==> src/rtl/key_sw_input.sv <==
`timescale 1ns / 1ps
// -----------------------------------------------------------------------------
// key_sw_input
//
// Memory-mapped input block for four active-low board pushbuttons and ten
// slide switches. Every raw input bit is synchronised into the clk domain,
// debounced, and exposed on the load/store bus as three read registers:
//
//   ADDR_KEY   : KDATA = pressed keys, one bit per key (1 = pressed)
//   ADDR_SW    : SDATA = debounced switch levels
//   ADDR_KCTRL : KCTRL = [3:0] sticky press-edge flags, [4] sticky overrun
//
// KCTRL bits [4:0] are write-1-to-clear; a press edge arriving in the same
// cycle as a clear of the same bit keeps that bit set. Reads never change
// state.
//
// Ports
//   clk      in   system clock, all state changes on the rising edge
//   reset    in   asynchronous active-low reset (0 = reset, 1 = run)
//   key_in   in   [3:0]  raw pushbuttons, active-low, asynchronous to clk
//   sw_in    in   [9:0]  raw switches, asynchronous to clk
//   addr     in   [DBITS-1:0] bus address
//   wr_en    in   bus store strobe
//   wr_data  in   [DBITS-1:0] bus store data
//   rd_data  out  [DBITS-1:0] bus load data, combinational from addr
//   rd_hit   out  high when addr selects one of the three registers
// -----------------------------------------------------------------------------
module key_sw_input #(
   parameter int unsigned      DBITS           = 32,
   parameter int unsigned      DEBOUNCE_CYCLES = 250000,
   parameter logic [DBITS-1:0] ADDR_KEY        = 32'hF0000010,
   parameter logic [DBITS-1:0] ADDR_SW         = 32'hF0000014,
   parameter logic [DBITS-1:0] ADDR_KCTRL      = 32'hF0000110
) (
   input  logic             clk,
   input  logic             reset,
   input  logic [3:0]       key_in,
   input  logic [9:0]       sw_in,
   input  logic [DBITS-1:0] addr,
   input  logic             wr_en,
   input  logic [DBITS-1:0] wr_data,
   output logic [DBITS-1:0] rd_data,
   output logic             rd_hit
);

   // ---------------------------------------------------------------------------
   // Constants
   // ---------------------------------------------------------------------------
   // Keys and switches share one debounce datapath: bits [3:0] are the keys,
   // bits [13:4] the switches.
   localparam int unsigned NKEY = 4;
   localparam int unsigned NSW  = 10;
   localparam int unsigned NB   = NKEY + NSW;

   localparam int unsigned CW = $clog2(DEBOUNCE_CYCLES + 1);

   // Last count value before acceptance: on the edge the counter would reach
   // DEBOUNCE_CYCLES the new level is taken instead.
   localparam logic [CW-1:0] CNT_LAST = CW'(DEBOUNCE_CYCLES - 1);

   // Released keys are high, switches reset low.
   localparam logic [NB-1:0] RST_VAL = {{NSW{1'b0}}, {NKEY{1'b1}}};

   // ---------------------------------------------------------------------------
   // State
   // ---------------------------------------------------------------------------
   logic [NB-1:0] raw;
   logic [NB-1:0] sync1_q;
   logic [NB-1:0] sync2_q;
   logic [NB-1:0] stable_q, stable_d;
   logic [CW-1:0] cnt_q [NB];
   logic [CW-1:0] cnt_d [NB];

   logic [4:0]      kctrl_q, kctrl_d;
   logic [NKEY-1:0] press_evt;
   logic [4:0]      kctrl_clr;
   logic            kctrl_wr;

   // Only the low five store bits mean anything to this block.
   logic unused_wr_data;
   assign unused_wr_data = ^wr_data[DBITS-1:5];

   assign raw = {sw_in, key_in};

   // ---------------------------------------------------------------------------
   // Debounce next-state
   //
   // A bit's counter runs only while the synchronised input disagrees with
   // the accepted level; any agreement clears it, so a glitch shorter than
   // DEBOUNCE_CYCLES never reaches the accepted level.
   // ---------------------------------------------------------------------------
   always_comb begin
      // NOTE: every combinational output gets a default first so no path
      // leaves it unassigned, which would otherwise infer a latch.
      stable_d = stable_q;
      for (int b = 0; b < NB; b++) begin
         cnt_d[b] = '0;
         if (sync2_q[b] != stable_q[b]) begin
            if (cnt_q[b] == CNT_LAST) begin
               stable_d[b] = sync2_q[b];
            end else begin
               cnt_d[b] = cnt_q[b] + 1'b1;
            end
         end
      end
   end

   // ---------------------------------------------------------------------------
   // KCTRL next-state
   //
   // A press edge is a key whose accepted level falls on this edge, taken
   // from stable_d so the flag rises on the same edge as KDATA. Overrun uses
   // the flag value before this edge: a press on an already-flagged key.
   // The set term is OR-ed after the clear mask so a simultaneous set wins.
   // ---------------------------------------------------------------------------
   assign press_evt = stable_q[NKEY-1:0] & ~stable_d[NKEY-1:0];
   assign kctrl_wr  = wr_en && (addr == ADDR_KCTRL);
   assign kctrl_clr = kctrl_wr ? wr_data[4:0] : 5'b0;

   always_comb begin
      kctrl_d = (kctrl_q & ~kctrl_clr)
              | {|(press_evt & kctrl_q[NKEY-1:0]), press_evt};
   end

   // ---------------------------------------------------------------------------
   // Registers
   // ---------------------------------------------------------------------------
   always_ff @(posedge clk or negedge reset) begin
      if (!reset) begin
         sync1_q  <= RST_VAL;
         sync2_q  <= RST_VAL;
         stable_q <= RST_VAL;
         // NOTE: the counter array is reset element by element; a partial
         // count must not survive reset, so it is not left as bare storage.
         for (int b = 0; b < NB; b++) begin
            cnt_q[b] <= '0;
         end
         kctrl_q <= '0;
      end else begin
         // NOTE: non-blocking assignments let the two synchroniser stages
         // shift in one edge; blocking ones would collapse them into one flop.
         sync1_q  <= raw;
         sync2_q  <= sync1_q;
         stable_q <= stable_d;
         for (int b = 0; b < NB; b++) begin
            cnt_q[b] <= cnt_d[b];
         end
         kctrl_q <= kctrl_d;
      end
   end

   // ---------------------------------------------------------------------------
   // Bus read mux (combinational, side-effect free)
   // ---------------------------------------------------------------------------
   always_comb begin
      rd_hit  = 1'b0;
      rd_data = '0;
      if (addr == ADDR_KEY) begin
         rd_hit  = 1'b1;
         rd_data = {{(DBITS-NKEY){1'b0}}, ~stable_q[NKEY-1:0]};
      end else if (addr == ADDR_SW) begin
         rd_hit  = 1'b1;
         rd_data = {{(DBITS-NSW){1'b0}}, stable_q[NB-1:NKEY]};
      end else if (addr == ADDR_KCTRL) begin
         rd_hit  = 1'b1;
         rd_data = {{(DBITS-5){1'b0}}, kctrl_q};
      end
   end

endmodule

==> config.mk <==
export PLATFORM = sky130hd
export DESIGN_NAME = key_sw_input
export DESIGN_NICKNAME = d
export VERILOG_FILES = /design/src/rtl/key_sw_input.sv
export SDC_FILE = /design/constraint.sdc
export NUM_CORES = 1
export LEC_CHECK = 0
export ABC_AREA = 1
export CORE_MARGIN = 3
export CORE_UTILIZATION = 51
export CTS_BUF_LIST = sky130_fd_sc_hd__clkbuf_4
export DETAILED_ROUTE_END_ITERATION = 8
export PLACE_DENSITY_LB_ADDON = 0.05
export SYNTH_ARGS = -nofsm -noshare
export SYNTH_HDL_FRONTEND = slang
export SYNTH_SLANG_ARGS = --single-unit
==> constraint.sdc <==
create_clock -name clk -period 3.53 [get_ports clk]
set_input_delay 0.706 -clock clk [delete_from_list [all_inputs] [get_ports clk]]
set_output_delay 0.706 -clock clk [all_outputs]
set_load 0.01 [all_outputs]
# After elaboration in Yosys (flattened, before gate mapping)
# Index checks and enable logic that the tools add are counted.
# totals
ff_bits	299
latchBits	0
ramBits	0
mem_bits_ro	0
in_bits	81
out_inout_bits	33
wordCells	135
memories	0
# op_classes
add_sub_neg	14
multipliers	0
n_div	0
magnitude_cmp	0
eq_ne	31
shift	0
muxes	43
bitwise_logic	7
n_reduce_logical	12
# op_table
cell	n
$mux W18	28
$add A18 B1 Y18 const B	14
$eq A18 B18 Y1 const B	14
$eq A32 B32 Y1 const B	3
$mux W10	2
$reduce_and A2 Y1	10
$ne A1 B1 Y1	14
$mux W1	11
$mux W5	2
$and A4 B4 Y4	2
$not A4 Y4	2
$and A5 B5 Y5	1
$not A5 Y5	1
$or A5 B5 Y5	1
$reduce_or A4 Y1	1
$logic_and A1 B1 Y1	1

# Logic depth before layout (Yosys ltp)
# Gate-level depths: netlist (run 1).
# logic_depth
ltp_word	8
ltp_mapped	10
depth_no_buf	10

# Least setup slack after synthesis (run 1)
# No wires, ideal clock.
# synth_path
path_type	input-to-output
from	in addr[12]
to	out rd_data[5]
arrival_time_ns	1.676
t_required_ns	2.824
slack_ns	1.148
stages	7
path_cell_list	nor2_1 -> nand2_1 -> nor2_1 -> nand3_1 -> nor2_1 -> inv_1 -> nor2_1
# synth_via
elab_chain_len	3
# synth_lines
item	line_no	rtl
start, declared	39	input logic [DBITS-1:0] addr,
$eq A32 B32 Y1	161	end else if (addr == ADDR_SW) begin
$mux W10	161	
$mux W10 *	158	if (addr == ADDR_KEY) begin
end, declared	42	output logic [DBITS-1:0] rd_data,
# Mark *: on every way between the ends. The rest lies on a longest branch, timed or not.

# Worst setup path in the final report (run 1)
# layout_path
from	in addr[29]
to	out rd_data[3]
# layout_via
elab_chain_len	4
# layout_lines
item	line_no	rtl
$eq A32 B32 Y1	164	end else if (addr == ADDR_KCTRL) begin
$mux W5	164	
$mux W10	161	
$mux W10 *	158	
# Marked as above.

==> impl_metrics.py, run 1 <==
metrics = {
    "run_status": {
        "status": "completed",
    },
    "yosys": {
        "avgSynthCellArea_um2": 7.87,
        "seq_area_frac_synth_pct": 46.2,
        "synth_cell_types": 40,
        "synth.cells.most_frequent": "nor2_1 (395), nand2_1 (373), dfrtp_1 (287), inv_1 (271), nand3_1 (141)",
        "ys_ff_latch": 299,
        "syn-instance-count": 2061,
        "async_flop_share_pct": 100,
        "yosys-top-cells-area": "dfrtp_1 (44%), nor2_1 (9.1%), nand2_1 (8.6%), inv_1 (6.3%), xor2_1 (5.0%)",
        "syn-cell-area_mm2": 0.0162,
        "synth_top_area_share_pct": 44.3,
        "synth-warning-count": 0,
        "synth_edf_count": 0,
        "ys.flop_type": "dfrtp_1",
        "synth_area_leader_cell": "dfrtp_1",
        "yosysMostFrequentCell": "nor2_1",
    },
    "global_routing": {
        "grt_max_degree": 83,
        "grt_util_all_layers_pct": 20.7,
        "grt_overflow_total": 0,
        "antenna_found_initial": 1,
        "grt_pass1_vias": 13200,
        "grt_pass1_wl_um": 59300,
    },
    "floorplanning": {
        "fp.dieH_um": 184,
        "coreArea_mm2": 0.0310,
        "dieArea_mm2": 0.0340,
        "placementRows": 64,
        "die_width_um": 184,
        "ios": 114,
        "start_util_pct": 52.3,
    },
    "detailed_routing": {
        "dr_total_vias": 13600,
        "via_per_inst": 5.06,
        "detail-route-antenna-nets": 0,
        "drt_iter0_markers": 640,
        "wl_um": 34200,
        "first_pass_iters": 6,
        "drcViolationCount": 0,
        "wl_per_cell_um": 12.8,
    },
    "critical_path": {
        "r2r-start": "cnt_q[162]",
        "cp_max_fo": 8,
        "path_delay_family": "buffers and inverters",
        "slowest_stage": "clkdlybuf4s50_1",
        "r2r_setup_slack_ns": 1.67,
        "cpMostUsedCell": "nand2_1",
        "cp.arrival_ns": 2.69,
        "critical_path_buf_inv_count": 5,
        "start_kind": "input pin",
        "rr_worst_depth": 8,
        "r2r_end": "cnt_q[178]",
        "critical_path_class": "input pin to output port",
        "crit_start": "addr[29]",
        "end_kind": "output port",
        "crit_path_max_incr_delay_ns": 0.53,
        "cp.required_ns": 2.82,
        "path_cells": "clkdlybuf4s50_1 -> nand2_1 -> inv_1 -> nand2_1 -> nor2_1 -> nand3_1 -> nor2_2 -> inv_2 -> nand3_1 -> nand2_1 -> inv_1 -> clkdlybuf4s50_1",
    },
    "sta": {
        "min_period_ns": 3.39,
        "finalHoldViolCount": 0,
        "relSlewSlack_pct": 42.4,
        "fin_setup_tns_ns": 0,
        "holdWs_ns": 0.327,
        "fmax_mhz": 295,
        "min_period_over_period_pct": 96.1,
        "slew_viol_final": 0,
        "setup_viol": 0,
        "rsz0062_at_grt": "false",
        "tightest_slew_ns": 0.861,
        "finalClockSkew_ns": 0.0263,
    },
    "cts": {
        "htreeDepth": 3,
        "cts_setup_buffers": 0,
        "cts_buffer_depth": 3,
        "path_clk_slew_ns": 0.07,
        "clk_latency_ns": 0.71,
        "cts_tree": "built",
        "cts_buffers": 83,
        "cts.sinks": 299,
        "cts-root-buf": "clkbuf_4",
    },
    "placement": {
        "dpl_cell_area_mm2": 0.0174,
        "hpwl_um": 24800,
        "gp_congestion": 0.872,
        "port-buffer-count": 64,
    },
    "worst_hold_path": {
        "holdPathEnd": "sync2_q[11]",
        "hp-class": "register to register",
        "holdPathStages": 0,
        "min_from": "sync1_q[11]",
    },
    "final_layout": {
        "drive_gt1_share_pct": 11.9,
        "area_growth_pct": 14.5,
        "layout.nets": 2316,
        "n_fill_cell": 2824,
        "fin_area_mm2": 0.0186,
    },
    "power": {
        "p_leak_nw": 8.17,
        "p_per_area_mw_per_mm2": 385,
        "max-vdd-ir-drop_mv": 0.269,
    },
    "run": {
        "cap_violations": 0,
    },
}
report_power, final:
part | total (mW) | internal, mW | leakage, nW | switching [mW]
registers | 3.53 | 3.49 | 4.03 | 0.0482
logic | 0.308 | 0.115 | 3.48 | 0.193
clock network | 3.31 | 1.85 | 0.666 | 1.45
logic make-up (layout without fill, tap and decap cells):
kind of cell | Yosys count | count (layout) | share of synthesized area, %
simple gates | 1207 | 1207 | 34.8
buf+inv | 305 | 509 | 7.59
xor+xnor | 114 | 114 | 6.16
compound gates | 121 | 121 | 4.13
fa+ha+maj | 14 | 14 | 1.08
other cells | 1 | 23 | 0.0231
flops | 299 | 299 | 46.2
worst max path at each step:
stage / endpoint / slack (ns) / depth (start not counted)
finish: rd_data[3] / 0.14 / 12
global route: rd_data[2] / 0.001 / 12
CTS: rd_data[5] / 0.07 / 10
detailed placement: rd_data[5] / 0.002 / 10
global placement: rd_data[8] / 0.01 / 10
floorplan: rd_data[5] / 1.15 / 7
worst reg2reg max path, cell delays in order (launching register included):
cell	delay (ns)
dfrtp_1	0.41
ha_1	0.22
nand2_1	0.11
nor2_4	0.06
nand3_1	0.10
nor2_1	0.06
nor2_1	0.40
inv_1	0.25
a21oi_1	0.17
cell usage in the layout (no fill, tap or decap), types with 12 or more instances in the layout:
| cell | n |
|---|---|
| a21oi_1 | 53 |
| a31oi_1 | 16 |
| clkbuf_4 | 119 |
| clkdlybuf4s50_1 | 61 |
| clkinv_1 | 18 |
| conb_1 | 22 |
| dfrtp_1 | 287 |
| dfstp_2 | 12 |
| ha_1 | 14 |
| inv_1 | 270 |
| nand2_1 | 373 |
| nand2_2 | 20 |
| nand3_1 | 141 |
| nand4_1 | 69 |
| nor2_1 | 392 |
| nor2_2 | 23 |
| nor2_4 | 19 |
| nor3_1 | 99 |
| nor3_2 | 16 |
| nor3b_1 | 12 |
| nor4_1 | 14 |
| o21ai_0 | 33 |
| xnor2_1 | 21 |
| xor2_1 | 93 |
registers in the layout (all words and copies together), names as in the netlist:
signal,flops
sync2_q,14
cnt_q,252
stable_q,14
kctrl_q,5
sync1_q,14
through the flow:
stage | total power, mW | std cells | utilization, % | worst slack (ns)
after floorplan | 3.73 | 2082 | - | 1.15
after global placement | 3.91 | 2531 | 56.2 | 0.0147
after detailed placement | 3.91 | 2531 | 56.2 | 0.00161
after CTS | 7.32 | 2682 | 59.9 | 0.0727
after global routing | 7.53 | 2683 | 59.9 | 0.00144
final | 7.15 | 2683 | 59.9 | 0.137
final cells by class:
cell class / instances / area, um^2 / share of cell area, %
antenna: 1 / 2.50 / 0.0135
clock buffer: 119 / 893 / 4.81
clock inverter: 31 / 240 / 1.29
inverter: 280 / 1050 / 5.66
multi-input combinational: 1478 / 7570 / 40.8
sequential: 299 / 7500 / 40.4
tap: 396 / 495 / 2.67
timing repair buffer: 79 / 816 / 4.39
what timing repair did:
| item | CTS | global route |
|---|---|---|
| resized for setup | 1 | 5 |
| endpoints found under the setup margin | 2 | 10 |
| hold buffers | 1 | 0 |
| hold endpoints to repair | 72 | 0 |
routing by layer:
metal	GRT usage, %	wire length, um	up-vias
li1	-	-	6949
met1	28.5	16700	6316
met2	32.6	15300	237
met3	4.62	1510	64
met4	7.41	737	0
met5	0	0	-
Power figures use the tool's default switching activity.
==> inputs of run 2 (changes only) <==
CAP_MARGIN = 10   (was unset)
HOLD_SLACK_MARGIN = 0.02   (was unset)
==> results of run 2 <==
Same layout as run 1: the final DEF is identical, and so are final timing and power.
==> inputs of run 3 (changes only) <==
CTS_CLUSTER_SIZE = 10   (was unset)
==> run 3 against run 2 <==
  * Sequential share of layout area rose by 0.19 points
  * Highest routed layer unchanged
  * Utilization is 0.27 points lower
  * Fmax rose by 0.12%
  * Flip-flop and latch count unchanged
  * Design area is 0.46% lower
  * Largest cell class unchanged
  * Global-route usage hardly changed
  * Die area stayed put
  * Clock power shrank 6.6%
==> impl_metrics.py, run 3 (synthesized netlist as in run 1, its figures left out) <==
metrics = {
    "run_status": {
        "status": "completed",
    },
    "sta": {
        "rsz0062_at_grt": "false",
        "relSlewSlack_pct": 43.3,
        "setup_viol": 0,
        "fin_setup_tns_ns": 0,
        "finalClockSkew_ns": 0.0193,
        "tightest_slew_ns": 0.847,
        "holdWs_ns": 0.343,
        "min_period_ns": 3.39,
        "min_period_over_period_pct": 96.0,
        "fin_ws_ns": 0.141,
        "finalHoldViolCount": 0,
        "slew_viol_final": 0,
        "fmax_mhz": 295,
    },
    "cts": {
        "clk_latency_ns": 0.72,
        "path_clk_slew_ns": 0.06,
        "cts_tree": "built",
        "htreeDepth": 3,
        "cts-root-buf": "clkbuf_4",
        "cts.sinks": 299,
        "cts_buffers": 82,
        "cts_buffer_depth": 3,
        "cts_setup_buffers": 0,
    },
    "critical_path": {
        "end_kind": "output port",
        "slowest_stage": "clkdlybuf4s50_1",
        "critical_path_class": "input pin to output port",
        "cp_max_fo": 8,
        "cp.required_ns": 2.82,
        "cpMostUsedCell": "nand2_1",
        "cp.arrival_ns": 2.68,
        "crit_path_max_incr_delay_ns": 0.53,
        "path_cells": "clkdlybuf4s50_1 -> nand2_1 -> inv_1 -> nand2_1 -> nor2_1 -> nand3_1 -> nor2_2 -> inv_2 -> nand3_1 -> nand2_1 -> inv_1 -> clkdlybuf4s50_1",
        "start_kind": "input pin",
    },
    "global_routing": {
        "grt_util_all_layers_pct": 20.8,
        "antenna_found_initial": 1,
        "grt_overflow_total": 0,
        "grt_pass1_vias": 13100,
        "use_met1_pct": 28.6,
        "grt_pass1_wl_um": 59400,
        "grt_max_degree": 83,
        "use_met2_pct": 32.4,
        "use_met3_pct": 4.70,
        "busiest_layer": "met2",
    },
    "power": {
        "max-vdd-ir-drop_mv": 0.271,
        "p_per_area_mw_per_mm2": 375,
        "pwr-share-clk_pct": 44.6,
        "p_sw_mw": 1.69,
        "p_int_mw": 5.24,
        "sequentialPowerShare_pct": 51.0,
        "p_leak_nw": 8.14,
        "p_comb_share_pct": 4.4,
        "finalPower_mw": 6.93,
        "switching_share_pct": 24.3,
    },
    "final_layout": {
        "drive_gt1_share_pct": 11.8,
        "top_register": "cnt_q",
        "layout.cells.non_filler": 2682,
        "layout.nets": 2315,
        "fin_area_mm2": 0.0185,
        "area_growth_pct": 14.0,
        "final_common_cell": "nor2_1",
        "fin_util_pct": 59.6,
        "final_cell_mix": "nor2_1 (392), nand2_1 (373), dfrtp_1 (287)",
        "n_fill_cell": 2834,
        "largest_reg_flops": 252,
    },
    "detailed_routing": {
        "dr_total_vias": 13500,
        "via_per_inst": 5.05,
        "wl_um": 34200,
        "drt_iter0_markers": 692,
        "wl_per_cell_um": 12.8,
        "detail-route-antenna-nets": 0,
        "first_pass_iters": 5,
        "drcViolationCount": 0,
    },
    "floorplanning": {
        "coreArea_mm2": 0.0310,
        "fp.dieH_um": 184,
        "die_width_um": 184,
        "ios": 114,
        "placementRows": 64,
        "dieArea_mm2": 0.0340,
        "start_util_pct": 52.3,
    },
    "placement": {
        "port-buffer-count": 64,
        "gp_congestion": 0.872,
        "place_inst": 2531,
        "hpwl_um": 24800,
        "dpl_cell_area_mm2": 0.0174,
        "pre_cts_ws_ns": 0.00161,
    },
    "worst_hold_path": {
        "hp-class": "register to register",
    },
    "run": {
        "cap_violations": 0,
    },
}
-- run 3: worst max-delay path, delay by kind of cell --
family,cells,cell delay [ns]
buf+inv,5,1.26
simple gates,7,0.71
-- run 3: cell type report --
class	instances	area [um^2]	share of cell area, %
Clock inverter	29	148	0.799
Antenna cell	1	2.50	0.0135
Timing Repair Buffer	79	816	4.41
Multi-Input combinational cell	1478	7570	41.0
Inverter	280	1050	5.69
Clock buffer	120	901	4.87
Sequential cell	299	7500	40.6
Tap cell	396	495	2.68
-- run 3: metal layers --
metal	vias to the layer above	wire length [um]	part of all wire, %
met5	-	0	0
met1	6281	16700	49
met3	71	1510	4.4
met4	0	784	2.3
li1	6954	-	-
met2	242	15200	44
-- run 3: repair_timing --
action,in CTS,in global routing
endpoints found under the setup margin,2,10
hold buffers,1,0
hold endpoints to repair,72,0
gates resized for setup,1,5
-- run 3: final timing paths --
kind / slack, ns / to / depth (start not counted) / start
worst max-delay path: 0.14 / rd_data[3] / 12 / addr[29]
worst min-delay path: 0.34 / sync2_q[12] / 0 / sync1_q[12]
worst max register to register: 1.66 / cnt_q[178] / 8 / cnt_q[162]
worst min register to register: 0.34 / sync2_q[12] / 0 / sync1_q[12]
max in group asynchronous: 2.14 / sync1_q[2] / 3 / reset
min in group asynchronous: 0.59 / cnt_q[33] / 2 / reset
-- run 3: power groups by stage --
stage          registers, mW  logic, mW  clock network [mW]
2_1_floorplan           3.58      0.149                   0
3_3_place_gp            3.60      0.310                   0
3_5_place_dp            3.60      0.313                   0
4_1_cts                 3.53      0.317                3.25
5_1_grt                 3.54      0.357                3.41
6_report                3.53      0.307                3.09
